==> src/rtl/scrambler_sequencer.sv <==
// Scrambler sequencer: drives the DATA-field scrambler (x^7+x^4+1, all-ones seed,
// free-running) across one PLCP DATA field.
// It emits SERVICE (16 zeros), then the PSDU, then TAIL (6 bits, forced to zero after
// scrambling), then PAD bits until the field fills a whole number of OFDM symbols.
//
// Ports:
//   Clock, Reset      - system clock, asynchronous active-high reset
//   Start             - frame request, sampled only in IDLE
//   Length, Dbps      - PSDU octet count and data bits per symbol, latched on Start
//   Data_Bit/Valid    - serialised PSDU bits from upstream
//   Data_Ready        - PSDU bit consumed this cycle (combinational, state == PSDU)
//   Scr_Reset         - registered scrambler reset (high whenever idle)
//   Scr_Input         - scrambler data input
//   Scr_Output        - scrambler data output (combinational)
//   Out_Bit/Out_Valid - DATA-field bit stream to the convolutional encoder
//   Busy, Done        - not idle / one-cycle end-of-frame pulse
//   Underrun          - one-cycle pulse when upstream starves the PSDU phase
module scrambler_sequencer #(
  parameter int unsigned LENGTH_WIDTH = 12,
  parameter int unsigned DBPS_WIDTH   = 8
) (
  input  logic                    Clock,
  input  logic                    Reset,
  input  logic                    Start,
  input  logic [LENGTH_WIDTH-1:0] Length,
  input  logic [DBPS_WIDTH-1:0]   Dbps,
  input  logic                    Data_Bit,
  input  logic                    Data_Valid,
  output logic                    Data_Ready,
  output logic                    Scr_Reset,
  output logic                    Scr_Input,
  input  logic                    Scr_Output,
  output logic                    Out_Bit,
  output logic                    Out_Valid,
  output logic                    Busy,
  output logic                    Done,
  output logic                    Underrun
);

  // Wide enough for Length*8 at maximum Length.
  localparam int unsigned CntWidth = LENGTH_WIDTH + 3;

  typedef enum logic [2:0] {
    StIdle,
    StService,
    StPsdu,
    StTail,
    StPad,
    StDone
  } state_e;

  state_e                  state_q, state_d;
  logic [LENGTH_WIDTH-1:0] length_q, length_d;
  logic [DBPS_WIDTH-1:0]   dbps_q, dbps_d;
  logic [CntWidth-1:0]     bit_cnt_q, bit_cnt_d;
  logic [DBPS_WIDTH-1:0]   sym_cnt_q, sym_cnt_d;
  logic                    scr_reset_q, scr_reset_d;

  logic [CntWidth-1:0]   psdu_bits;
  logic                  psdu_last;
  logic [DBPS_WIDTH-1:0] sym_cnt_inc;
  logic                  pass_scr;  // Out_Bit follows the scrambler output this cycle

  assign psdu_bits   = {length_q, 3'b000};
  assign psdu_last   = (bit_cnt_q == psdu_bits - CntWidth'(1));
  // Symbol counter value after this cycle's increment, wrapping at Dbps-1.
  assign sym_cnt_inc = (sym_cnt_q == dbps_q - DBPS_WIDTH'(1)) ? '0 : sym_cnt_q + DBPS_WIDTH'(1);

  always_comb begin
    state_d    = state_q;
    length_d   = length_q;
    dbps_d     = dbps_q;
    bit_cnt_d  = bit_cnt_q;
    sym_cnt_d  = sym_cnt_q;
    Out_Valid  = 1'b0;
    pass_scr   = 1'b0;
    Data_Ready = 1'b0;
    Scr_Input  = 1'b0;
    Underrun   = 1'b0;
    Done       = 1'b0;

    unique case (state_q)
      StIdle: begin
        if (Start) begin
          length_d  = Length;
          dbps_d    = Dbps;
          bit_cnt_d = '0;
          sym_cnt_d = '0;
          state_d   = StService;
        end
      end
      StService: begin
        Out_Valid = 1'b1;
        pass_scr  = 1'b1;
        if (bit_cnt_q == CntWidth'(15)) begin
          bit_cnt_d = '0;
          state_d   = (length_q == '0) ? StTail : StPsdu;
        end else begin
          bit_cnt_d = bit_cnt_q + CntWidth'(1);
        end
      end
      StPsdu: begin
        Data_Ready = 1'b1;
        Scr_Input  = Data_Bit;
        if (Data_Valid) begin
          Out_Valid = 1'b1;
          pass_scr  = 1'b1;
          if (psdu_last) begin
            bit_cnt_d = '0;
            state_d   = StTail;
          end else begin
            bit_cnt_d = bit_cnt_q + CntWidth'(1);
          end
        end else begin
          // Starved mid-PSDU: the field cannot be resumed because the scrambler free-runs.
          Underrun = 1'b1;
          state_d  = StIdle;
        end
      end
      StTail: begin
        Out_Valid = 1'b1;
        if (bit_cnt_q == CntWidth'(5)) begin
          bit_cnt_d = '0;
          state_d   = (sym_cnt_inc == '0) ? StDone : StPad;
        end else begin
          bit_cnt_d = bit_cnt_q + CntWidth'(1);
        end
      end
      StPad: begin
        Out_Valid = 1'b1;
        pass_scr  = 1'b1;
        if (sym_cnt_inc == '0) begin
          state_d = StDone;
        end
      end
      StDone: begin
        Done    = 1'b1;
        state_d = StIdle;
      end
      default: state_d = StIdle;
    endcase

    if (Out_Valid) begin
      sym_cnt_d = sym_cnt_inc;
    end
  end

  // Registered so the scrambler is released exactly on the first SERVICE cycle.
  assign scr_reset_d = (state_d == StIdle);

  always_ff @(posedge Clock or posedge Reset) begin
    if (Reset) begin
      state_q     <= StIdle;
      length_q    <= '0;
      dbps_q      <= '0;
      bit_cnt_q   <= '0;
      sym_cnt_q   <= '0;
      scr_reset_q <= 1'b1;
    end else begin
      state_q     <= state_d;
      length_q    <= length_d;
      dbps_q      <= dbps_d;
      bit_cnt_q   <= bit_cnt_d;
      sym_cnt_q   <= sym_cnt_d;
      scr_reset_q <= scr_reset_d;
    end
  end

  assign Scr_Reset = scr_reset_q;
  assign Out_Bit   = pass_scr & Scr_Output;
  assign Busy      = (state_q != StIdle);

endmodule

==> config.mk <==
export PLATFORM = sky130hd
export DESIGN_NAME = scrambler_sequencer
export DESIGN_NICKNAME = d
export VERILOG_FILES = /design/src/rtl/scrambler_sequencer.sv
export SDC_FILE = /design/constraint.sdc
export NUM_CORES = 1
export LEC_CHECK = 0
export ABC_AREA = 0
export CORE_ASPECT_RATIO = 1.5
export CORE_MARGIN = 2
export CORE_UTILIZATION = 61
export CTS_CLUSTER_SIZE = 14
export DETAILED_ROUTE_END_ITERATION = 10
export DONT_BUFFER_PORTS = 1
export PLACE_DENSITY = 0.77
export SKIP_CTS_REPAIR_TIMING = 1
export SLEW_MARGIN = 20
export SYNTH_ARGS = -nofsm -noshare
export SYNTH_HDL_FRONTEND = slang
export SYNTH_SLANG_ARGS = --single-unit
==> constraint.sdc <==
create_clock -name Clock -period 6.38 [get_ports Clock]
set_input_delay 0.957 -clock Clock [delete_from_list [all_inputs] [get_ports Clock]]
set_output_delay 0.957 -clock Clock [all_outputs]
set_load 0.01 [all_outputs]
==> results.json <==
{
  "htreeDepth": 2,
  "path_max_fanout": 14,
  "cp-start-kind": "register",
  "setup_viol": 0,
  "grt_use_total_pct": 25.38,
  "multiInputGateArea_sq_um": 1912,
  "cts_tree": "done",
  "tns_ns": 0,
  "cts_inserted_buffers": 5,
  "synth_top_area_share_pct": 35.43,
  "ys_warn_count": 0,
  "slew_viol_final": 0,
  "p_leak_nw": 1.345,
  "hp-start": "dbps_q[7]$_DFFE_PP0P_",
  "insertion_delay_ns": 0.31,
  "ys_ff_latch": 47,
  "avgSynthCellArea_sq_um": 9.076,
  "root_buffer": "clkbuf_8",
  "die_x_um": 63.59,
  "postRouteAntennaNets": 0,
  "min_period_ns": 3.062,
  "finalCritPeriodShare_pct": 47.99,
  "irDropWorstVdd_uv": 134.9,
  "wl_um": 6985,
  "hpwl_um": 5148,
  "nets": 373,
  "synthArstFlopShare_pct": 100.0,
  "antenna_found_initial": 0,
  "detail_route.first_pass.iterations": 4,
  "die_h_um": 93.39,
  "endpoint_kind": "register",
  "synth_common_cells": "46 x dfrtp_1, 42 x nand2_1, 28 x nor2_1",
  "viasPerCell": 6.241,
  "hold_path_class": "register to register",
  "clkTransAtPathRegs_ns": 0.10,
  "wl_per_cell_um": 17.00,
  "synthCells": 358,
  "core-area_sq_um": 5125,
  "crit_start": "length_q[2]$_DFFE_PP0P_",
  "synth_ff_type": "dfrtp_1",
  "finClkSkew_ns": 0.007552,
  "hold_viol_final": 0,
  "vias": 2565,
  "cts_buffer_depth": 2,
  "crit_arrival_ns": 3.25,
  "grt_pass1_wl_um": 11930,
  "fin_ws_ns": 3.318,
  "critPathKind": "register to register",
  "diodes": 0,
  "cap_violations": 0,
  "dieArea_sq_um": 5939,
  "pin_count": 34,
  "numPortBuffers": 0,
  "layout-drive-gt1-share_pct": 14.87,
  "areaGrowthSynthToFinish_pct": 2.387,
  "synth_edf_count": 0,
  "drtIter0Drc": 178,
  "worstMarginPinSlew_ns": 0.9997,
  "synth_area_leaders": "dfrtp_1 35%, mux2_2 6.2%, nand2_1 4.9%",
  "dp_slack_ns": 3.309,
  "grt_max_degree": 48,
  "yosysMostFrequentCell": "dfrtp_1",
  "fmax_mhz": 326.6,
  "syn_area_sq_um": 3249,
  "rows": 32,
  "yosysSeqAreaShare_pct": 36.23,
  "n_fill_cell": 463,
  "drc": 0,
  "start_util_pct": 63.40,
  "yosysTopAreaCell": "dfrtp_1",
  "grt_remaining_overflow": 0,
  "clock-sinks": 47,
  "r2r_start": "length_q[2]$_DFFE_PP0P_",
  "syn_nets": 389,
  "synth_cell_type_count": 66,
  "outcome": "finished, final reports clean",
  "power_density_nw_per_um2": 221.5,
  "seq_area_sq_um": 1177,
  "rsz0062_at_grt": "false",
  "grt_pass1_vias": 2574,
  "routabilityCongestion": 0.8502,
  "crit_required_ns": 6.57,
  "relSlewSlack_pct": 32.84
}
[cell type report]
type	instances	area share [%]
clock buffers	6	2.482
inverters	12	1.392
well taps	68	2.557
clock inverters	2	0.4889
multi-input cells	275	57.47
flip-flops and latches	47	35.39
repair buffers	1	0.2256
[worst max-delay path, cell delays in order (launching register included)]
cell and delay (ns):
dfrtp_1 0.43, nor3_1 0.83, nand2_1 0.17, or4_4 0.53
a21boi_2 0.16, a31oi_2 0.27, and3_1 0.29, a221o_1 0.26
[registers in the layout (all words and copies together) (netlist names)]
signal	flops
bit_cnt_q	15
sym_cnt_q	8
Scr_Reset	1
state_q	3
dbps_q	8
length_q	12
[through the flow]
step	util (%)	hold WS (ns)	total power [mW]	cells	area (sq um)
after global placement	62.96	0.5159	0.5368	403	3227
after floorplan	-	0.4895	0.5186	358	3249
after detailed placement	62.96	0.5240	0.5459	403	3227
final	64.92	0.5406	0.7371	411	3327
after CTS	64.89	0.5446	0.7395	411	3326
after global routing	64.92	0.5718	0.7797	411	3327
[logic make-up (layout without fill, tap and decap cells)]
family                   count (synthesis)  after routing  share of synthesized area [%]
XOR/XNOR                                28             28                          7.547
AND/OR/NAND/NOR                        159            159                          26.76
adder cells (fa/ha/maj)                  5              5                          1.925
multiplexers                            20             20                          7.008
buffers and inverters                   36             21                          5.083
flip-flops                              47             47                          36.23
AO/OA/AOI/OAI                           63             63                          15.44
[cell usage in the layout, fill, tap and decap left out, types with 6 or more instances in the layout]
cell,n
a221o_1,6
and3_1,10
clkbuf_8,6
dfrtp_1,46
inv_1,11
mux2_2,18
nand2_1,42
nand3_1,19
nand3b_1,7
nor2_1,28
nor3_1,8
nor4_1,6
o21ai_0,18
xnor2_1,17
xor2_1,11
[report_power, final]
part	total, mW	leakage, nW	internal [mW]	switching, mW
logic	0.156	0.727	0.0800	0.0762
registers	0.385	0.570	0.326	0.0588
clock network	0.196	0.0474	0.0886	0.107
total	0.737	1.34	0.495	0.242
[path summary, 6_finish.rpt]
check	slack [ns]	endpoint	cells after the start
max in group asynchronous	5.24	length_q[5]$_DFFE_PP0P_	1
min in group asynchronous	0.65	sym_cnt_q[4]$_DFFE_PP0P_	1
setup reg to reg	3.32	bit_cnt_q[12]$_DFFE_PP0P_	7
hold / removal	0.54	dbps_q[7]$_DFFE_PP0P_	1
hold reg to reg	0.54	dbps_q[7]$_DFFE_PP0P_	1
setup / recovery	3.32	bit_cnt_q[12]$_DFFE_PP0P_	7
[per-layer routing]
| metal | global-route usage [%] | wire, um | part of all wire [%] | vias to the layer above |
|---|---|---|---|---|
| li1 | - | - | - | 1259 |
| met1 | 29.37 | 2780 | 40 | 1248 |
| met2 | 47.63 | 3871 | 55 | 48 |
| met3 | 3.008 | 207 | 3.0 | 10 |
| met4 | 8.696 | 125 | 1.8 | 0 |
| met5 | 0 | 0 | 0 | - |
Power figures use the tool's default switching activity.
